$ cat src/rtl/pipe_exe_to_mem_if.sv
// Execute-to-memory pipeline bus.
// Carries E-stage inputs (control, data, destination, source registers),
// pipeline controls (stallM, flushM, perfClr) and the registered M-stage view
// (control, data, destination, forwarding/load-use matches, perf counters).
// modport slave  : the pipeline register itself
// modport master : the surrounding core (execute stage, hazard unit)
interface pipe_exe_to_mem_if #(
   parameter int unsigned DATA_W = 32,
   parameter int unsigned REG_W  = 4
);
   localparam int unsigned CNT_W = 16;

   // pipeline control
   logic              stallM;
   logic              flushM;
   logic              perfClr;

   // execute-stage payload
   logic              validE;
   logic              regWriteE;
   logic              memWriteE;
   logic              memToRegE;
   logic [DATA_W-1:0] aluResultE;
   logic [DATA_W-1:0] writeDataE;
   logic [REG_W-1:0]  WA3E;
   logic [REG_W-1:0]  RA1E;
   logic [REG_W-1:0]  RA2E;

   // memory-stage view
   logic              validM;
   logic              regWriteM;
   logic              memWriteM;
   logic              memToRegM;
   logic [DATA_W-1:0] aluResultM;
   logic [DATA_W-1:0] writeDataM;
   logic [REG_W-1:0]  WA3M;
   logic              fwdAM;
   logic              fwdBM;
   logic              loadUseM;
   logic [CNT_W-1:0]  perfStallCnt;
   logic [CNT_W-1:0]  perfBubbleCnt;

   modport master (
      output stallM, flushM, perfClr,
      output validE, regWriteE, memWriteE, memToRegE,
      output aluResultE, writeDataE, WA3E, RA1E, RA2E,
      input  validM, regWriteM, memWriteM, memToRegM,
      input  aluResultM, writeDataM, WA3M,
      input  fwdAM, fwdBM, loadUseM,
      input  perfStallCnt, perfBubbleCnt
   );

   modport slave (
      input  stallM, flushM, perfClr,
      input  validE, regWriteE, memWriteE, memToRegE,
      input  aluResultE, writeDataE, WA3E, RA1E, RA2E,
      output validM, regWriteM, memWriteM, memToRegM,
      output aluResultM, writeDataM, WA3M,
      output fwdAM, fwdBM, loadUseM,
      output perfStallCnt, perfBubbleCnt
   );
endinterface

$ cat src/rtl/pipe_exe_to_mem.sv
// Execute-to-memory pipeline register for the reverb processor core.
// Captures ALU result, store data, destination and control bits at the end of
// execute; supports stall (hold) and flush (bubble); produces M-stage
// forwarding matches and a load-use indication for the execute stage.
// Ports:
//   clk  - rising-edge clock
//   rst  - asynchronous active-low reset
//   bus  - pipe_exe_to_mem_if.slave (E inputs, stall/flush, M outputs,
//          fwdAM/fwdBM/loadUseM combinational, perf counters)
// Optional feature: define PIPE_EM_PERF_EN to build the stall/bubble
// performance counters; otherwise they read as zero and perfClr is ignored.
module pipe_exe_to_mem #(
   parameter int unsigned DATA_W = 32,
   parameter int unsigned REG_W  = 4
) (
   input logic              clk,
   input logic              rst,
   pipe_exe_to_mem_if.slave bus
);
   localparam int unsigned CNT_W = 16;
   localparam logic [REG_W-1:0] PC_REG = {REG_W{1'b1}};

   logic              valid_q;
   logic              reg_write_q;
   logic              mem_write_q;
   logic              mem_to_reg_q;
   logic [DATA_W-1:0] alu_result_q;
   logic [DATA_W-1:0] write_data_q;
   logic [REG_W-1:0]  wa3_q;

   // M-stage registers: reset > flush (bubble) > stall (hold) > load
   always_ff @(posedge clk or negedge rst) begin
      if (!rst) begin
         valid_q      <= 1'b0;
         reg_write_q  <= 1'b0;
         mem_write_q  <= 1'b0;
         mem_to_reg_q <= 1'b0;
         alu_result_q <= '0;
         write_data_q <= '0;
         wa3_q        <= '0;
      end else if (bus.flushM) begin
         valid_q      <= 1'b0;
         reg_write_q  <= 1'b0;
         mem_write_q  <= 1'b0;
         mem_to_reg_q <= 1'b0;
         alu_result_q <= '0;
         write_data_q <= '0;
         wa3_q        <= '0;
      end else if (!bus.stallM) begin
         // control bits are qualified so an empty E slot never writes
         valid_q      <= bus.validE;
         reg_write_q  <= bus.regWriteE & bus.validE;
         mem_write_q  <= bus.memWriteE & bus.validE;
         mem_to_reg_q <= bus.memToRegE & bus.validE;
         alu_result_q <= bus.aluResultE;
         write_data_q <= bus.writeDataE;
         wa3_q        <= bus.WA3E;
      end
   end

   assign bus.validM     = valid_q;
   assign bus.regWriteM  = reg_write_q;
   assign bus.memWriteM  = mem_write_q;
   assign bus.memToRegM  = mem_to_reg_q;
   assign bus.aluResultM = alu_result_q;
   assign bus.writeDataM = write_data_q;
   assign bus.WA3M       = wa3_q;

   // Forwarding matches; R15 writes go through the PC path, never forwarded
   assign bus.fwdAM = valid_q & reg_write_q & (wa3_q == bus.RA1E) & (wa3_q != PC_REG);
   assign bus.fwdBM = valid_q & reg_write_q & (wa3_q == bus.RA2E) & (wa3_q != PC_REG);

   // Load in M feeding either source of E: the hazard unit stalls on this
   assign bus.loadUseM = valid_q & mem_to_reg_q &
                         ((wa3_q == bus.RA1E) | (wa3_q == bus.RA2E));

`ifdef PIPE_EM_PERF_EN
   logic [CNT_W-1:0] stall_cnt;
   logic [CNT_W-1:0] bubble_cnt;

   // Saturating performance counters; clear wins over increment
   always_ff @(posedge clk or negedge rst) begin
      if (!rst) begin
         stall_cnt  <= '0;
         bubble_cnt <= '0;
      end else if (bus.perfClr) begin
         stall_cnt  <= '0;
         bubble_cnt <= '0;
      end else begin
         if (bus.stallM && !bus.flushM && valid_q && (stall_cnt != {CNT_W{1'b1}}))
            stall_cnt <= stall_cnt + CNT_W'(1);
         if (bus.flushM && (bubble_cnt != {CNT_W{1'b1}}))
            bubble_cnt <= bubble_cnt + CNT_W'(1);
      end
   end

   assign bus.perfStallCnt  = stall_cnt;
   assign bus.perfBubbleCnt = bubble_cnt;
`else
   logic unused_perf_clr;
   assign unused_perf_clr   = bus.perfClr;
   assign bus.perfStallCnt  = '0;
   assign bus.perfBubbleCnt = '0;
`endif

endmodule

$ cat src/flat_wrapper.sv
// flat-port wrapper written by rule: the top's interface ports become plain ports
module pipe_exe_to_mem_flat 
#(
   parameter int unsigned DATA_W = 32,
   parameter int unsigned REG_W  = 4
)
  (clk, rst, bus_stallM, bus_flushM, bus_perfClr, bus_validE, bus_regWriteE, bus_memWriteE, bus_memToRegE, bus_aluResultE, bus_writeDataE, bus_WA3E, bus_RA1E, bus_RA2E, bus_validM, bus_regWriteM, bus_memWriteM, bus_memToRegM, bus_aluResultM, bus_writeDataM, bus_WA3M, bus_fwdAM, bus_fwdBM, bus_loadUseM, bus_perfStallCnt, bus_perfBubbleCnt);
  pipe_exe_to_mem_if #(.DATA_W(DATA_W), .REG_W(REG_W)) bus_i ();
  input logic clk;
  input logic rst;
  input wire logic [$bits(bus_i.stallM)-1:0] bus_stallM;
  input wire logic [$bits(bus_i.flushM)-1:0] bus_flushM;
  input wire logic [$bits(bus_i.perfClr)-1:0] bus_perfClr;
  input wire logic [$bits(bus_i.validE)-1:0] bus_validE;
  input wire logic [$bits(bus_i.regWriteE)-1:0] bus_regWriteE;
  input wire logic [$bits(bus_i.memWriteE)-1:0] bus_memWriteE;
  input wire logic [$bits(bus_i.memToRegE)-1:0] bus_memToRegE;
  input wire logic [$bits(bus_i.aluResultE)-1:0] bus_aluResultE;
  input wire logic [$bits(bus_i.writeDataE)-1:0] bus_writeDataE;
  input wire logic [$bits(bus_i.WA3E)-1:0] bus_WA3E;
  input wire logic [$bits(bus_i.RA1E)-1:0] bus_RA1E;
  input wire logic [$bits(bus_i.RA2E)-1:0] bus_RA2E;
  output wire logic [$bits(bus_i.validM)-1:0] bus_validM;
  output wire logic [$bits(bus_i.regWriteM)-1:0] bus_regWriteM;
  output wire logic [$bits(bus_i.memWriteM)-1:0] bus_memWriteM;
  output wire logic [$bits(bus_i.memToRegM)-1:0] bus_memToRegM;
  output wire logic [$bits(bus_i.aluResultM)-1:0] bus_aluResultM;
  output wire logic [$bits(bus_i.writeDataM)-1:0] bus_writeDataM;
  output wire logic [$bits(bus_i.WA3M)-1:0] bus_WA3M;
  output wire logic [$bits(bus_i.fwdAM)-1:0] bus_fwdAM;
  output wire logic [$bits(bus_i.fwdBM)-1:0] bus_fwdBM;
  output wire logic [$bits(bus_i.loadUseM)-1:0] bus_loadUseM;
  output wire logic [$bits(bus_i.perfStallCnt)-1:0] bus_perfStallCnt;
  output wire logic [$bits(bus_i.perfBubbleCnt)-1:0] bus_perfBubbleCnt;
  assign bus_i.stallM = bus_stallM;
  assign bus_i.flushM = bus_flushM;
  assign bus_i.perfClr = bus_perfClr;
  assign bus_i.validE = bus_validE;
  assign bus_i.regWriteE = bus_regWriteE;
  assign bus_i.memWriteE = bus_memWriteE;
  assign bus_i.memToRegE = bus_memToRegE;
  assign bus_i.aluResultE = bus_aluResultE;
  assign bus_i.writeDataE = bus_writeDataE;
  assign bus_i.WA3E = bus_WA3E;
  assign bus_i.RA1E = bus_RA1E;
  assign bus_i.RA2E = bus_RA2E;
  assign bus_validM = bus_i.validM;
  assign bus_regWriteM = bus_i.regWriteM;
  assign bus_memWriteM = bus_i.memWriteM;
  assign bus_memToRegM = bus_i.memToRegM;
  assign bus_aluResultM = bus_i.aluResultM;
  assign bus_writeDataM = bus_i.writeDataM;
  assign bus_WA3M = bus_i.WA3M;
  assign bus_fwdAM = bus_i.fwdAM;
  assign bus_fwdBM = bus_i.fwdBM;
  assign bus_loadUseM = bus_i.loadUseM;
  assign bus_perfStallCnt = bus_i.perfStallCnt;
  assign bus_perfBubbleCnt = bus_i.perfBubbleCnt;
  pipe_exe_to_mem #(.DATA_W(DATA_W), .REG_W(REG_W)) u_core (.clk(clk), .rst(rst), .bus(bus_i));
endmodule
$ cat config.mk
export PLATFORM = sky130hd
export DESIGN_NAME = pipe_exe_to_mem_flat
export DESIGN_NICKNAME = d
export VERILOG_FILES = /design/src/rtl/pipe_exe_to_mem_if.sv /design/src/rtl/pipe_exe_to_mem.sv /design/src/flat_wrapper.sv
export SDC_FILE = /design/constraint.sdc
export NUM_CORES = 1
export LEC_CHECK = 0
export CAP_MARGIN = 30
export CORE_MARGIN = 4
export CORE_UTILIZATION = 40
export CTS_BUF_LIST = sky130_fd_sc_hd__clkbuf_8
export CTS_CLUSTER_SIZE = 24
export DETAILED_ROUTE_END_ITERATION = 7
export DONT_BUFFER_PORTS = 1
export SETUP_SLACK_MARGIN = 0.4
export SYNTH_ARGS = -nofsm -noshare
export SYNTH_HDL_FRONTEND = slang
export SYNTH_SLANG_ARGS = --single-unit
$ cat constraint.sdc
create_clock -name clk -period 1.2 [get_ports clk]
set_clock_uncertainty 0.05 [all_clocks]
set_input_delay 0.24 -clock clk [delete_from_list [all_inputs] [get_ports clk]]
set_output_delay 0.24 -clock clk [all_outputs]
set_load 0.01 [all_outputs]
==> impl_results.md <==
- Status: finished, violations left
- Violated checks: hold timing, setup timing
- Setup crit start kind: flop
- Clock-pin slew on the worst setup and hold paths: 0.07 ns
- Ant. Diodes: 0
- GRT Overall Usage: 0.1410
- Number of fill cells: 755
- Buffers on Ports: 0
- Later-pin clock latency in the skew report: 0.32 ns
- First-pass GRT wire length: 10770 microns
- Setup violators final: 6
- Max Root-Sink Buffers: 2
- Synth-to-layout area growth: 5.321%
- RSZ-0062 raised after global routing: true
- Synth area leader: dfrtp_1
- Antenna violations before repair: 0
- Post-DP Area: 3236 sq um
- Mapped Cells: 283
- DR iter-0 viols: 65
- Worst R2R End: u_core.bus.WA3M[1]
- Via Count: 1912
- Hold WC Path Type: in -> async
- Total CTS buffers: 9
- Rows: 32
- Sink Count: 72
- CTS tree: yes
- Die X: 98.72 microns
- Netlist cell types: 17
- Overflow after GRT: 0
- LEAKAGE: 0.001779 uW
- Largest net degree at the start of global routing: 75
- R2R setup slack: 0.19 ns
- Area contributors post-synth: dfrtp_1, mux2i_1, nor2_1
- FF/Latch Area: 1808 sq um
- Met1 usage: 0.1683
- VDD IR-drop max: 0.0005649 V
- Final hold violation count: 143
- Die Y: 98.72 microns
- Final instance area: 3467 sq um
- Clk root buf: clkbuf_8
- Final Critical Period: 1.629 ns
- GR Util met3: 0.08068
- PD cells: 1408 nW/um^2
- Multi-input gate area: 1255 sq um
- DR pass1 iterations: 4
- DR vias/cell: 4.878
- Vias in the first global route: 1982
- Synthesized cell area: 3292 sq um
- Worst-path maximum fanout: 5
- Reg2reg start: u_core.bus.WA3M[1]
- CP Data Arrival Time: 1.34 ns
- Synth top area share: 0.5473
- Core box area: 7848 sq um
- Slowest CP cell: dfrtp_2
- Worst r2r path cells: 4
- GPL Wtd Cong: 0.7906
- Initial core utilization: 0.4195
- Fin crit share: 1.358
- Final setup margin: -0.4291 ns
- GR Layer Usage met2: 0.2085
- Remaining DRCs: 0
- Worst Setup Path Type: reg -> out
- Crit-path cells: xnor2_1 > nand4_1 > a21oi_2
- Final Max Tran Viols: 0
- Yosys reg bits: 72
- Crit-path leading delay family: flip-flops
- DR WL/cell: 17.29 microns
- CP required: 0.91 ns
- Syn Area/Cell: 11.63 sq um
- DP HPWL: 4819 microns
- Critical Path End Type: output port
- NumNets Final: 371
- Die ar.: 9746 sq um
- Clock H-tree levels: 3
- Final ANT Viol Nets: 0
- Fmax: 0.6138 GHz
- Share of layout cells above drive strength 1: 0.1241
- Max-cap viol count: 0
- GRT busiest layer: met2
- Buf/Inv on CP: 0
- Post-synthesis sequential area ratio: 0.5473
- I/O pins: 192
- Max incr delay on CP: 0.44 ns
- Final Hold Slack: -0.4525 ns
- Ys Warns: 0
- Routed WL: 6778 microns
-- where the power goes --
group | switching [uW] | total, uW | internal, uW
registers | 167 | 2730 | 2560
clock network | 819 | 1810 | 987
logic | 158 | 347 | 188
-- metal layers --
layer  vias up  share of wire
met1       908           0.36
met3         9           0.15
met4         0          0.015
met2       130           0.47
li1        865              -
met5         -              0
-- how the worst max path moves through the flow --
| stage | to | cells past startpoint | from |
|---|---|---|---|
| finish | bus_loadUseM | 3 | u_core.bus.WA3M[1] |
| global route | bus_loadUseM | 3 | u_core.bus.WA3M[0] |
| global placement | bus_loadUseM | 3 | u_core.bus.WA3M[1] |
| detailed placement | bus_loadUseM | 3 | u_core.bus.WA3M[1] |
| floorplan | bus_loadUseM | 3 | u_core.bus.WA3M[1] |
| CTS | bus_loadUseM | 3 | u_core.bus.WA3M[1] |
-- stage by stage --
step                setup slack [ns]  utilization  instances    TNS, ns  power, uW
global placement            -0.02479       0.4123        376   -0.04899       3101
global route                 -0.5377       0.4418        392     -1.714       5155
CTS                          -0.4374       0.4402        392     -1.371       4972
detailed placement          -0.06647       0.4123        376    -0.1244       3116
finish                       -0.4291       0.4418        392     -1.183       4883
floorplan                  -0.006284            -        314  -0.006284       3227
-- area by class of cell --
type,instances,share of cell area
sequential,72,0.5215
tap,102,0.03681
timing repair buffer,9,0.02598
clock buffer,10,0.03970
clock inverter,5,0.01407
multi-input combinational,194,0.3620
-- registers in the layout, summed over array words and instances (netlist names) --
signal,flops
u_core.bus.memToRegM,1
u_core.bus.writeDataM,32
u_core.bus.aluResultM,32
u_core.bus.validM,1
u_core.bus.regWriteM,1
u_core.bus.WA3M,4
u_core.bus.memWriteM,1
-- cells in the mapped netlist --
cell      number
nand3_1        1
clkbuf_1       6
nand4_1        3
xnor2_1        8
nor2_1        73
mux2i_1       68
a21oi_1        3
buf_2          2
conb_1         1
a22oi_1        2
buf_8          6
dfrtp_1       72
and2b_1        1
buf_4         32
nand2_1        2
nand3b_1       1
buf_6          2
-- placed cells by master (no fill, tap or decap), drive strengths merged --
cell | Yosys | layout
nor2 | 73 | 73
dfrtp | 72 | 72
mux2i | 68 | 68
conb | 1 | 32
clkbuf | 6 | 10
buf | 42 | 9
xnor2 | 8 | 8
nand4 | 3 | 3
a21oi | 3 | 3
clkinv | 0 | 3
a22oi | 2 | 2
nand2 | 2 | 2
nand3 | 1 | 1
and2b | 1 | 1
nand3b | 1 | 1
inv | 0 | 1
bufinv | 0 | 1
-- what timing repair did --
action / CTS / global route
hold endpoints to repair: 144 / 144
setup endpoints to repair: 95 / 145
resized for setup: 7 / 4
gates cloned: 0 / 0
pin swaps: 4 / 9
setup buffers: 1 / 0
-- cell families (layout without fill, tap and decap cells) --
group / after synthesis / after routing / share of synthesized area
AOI/OAI and AO/OA: 5 / 5 / 0.009119
xor gates and xnor gates: 8 / 8 / 0.02129
buffers and inverters: 48 / 24 / 0.1171
muxes: 68 / 68 / 0.2068
other: 1 / 32 / 0.001139
DFF: 72 / 72 / 0.5473
and+or+nand+nor: 81 / 81 / 0.09730
-- worst register-to-register path: cells and delay by family (launching register included) --
family	cells	cell delay [ns]
buffers and inverters	2	0.25
flip-flops	1	0.44
multiplexers	1	0.12
AND/OR/NAND/NOR	1	0.05
No activity file was read; power rests on OpenSTA's default activity.
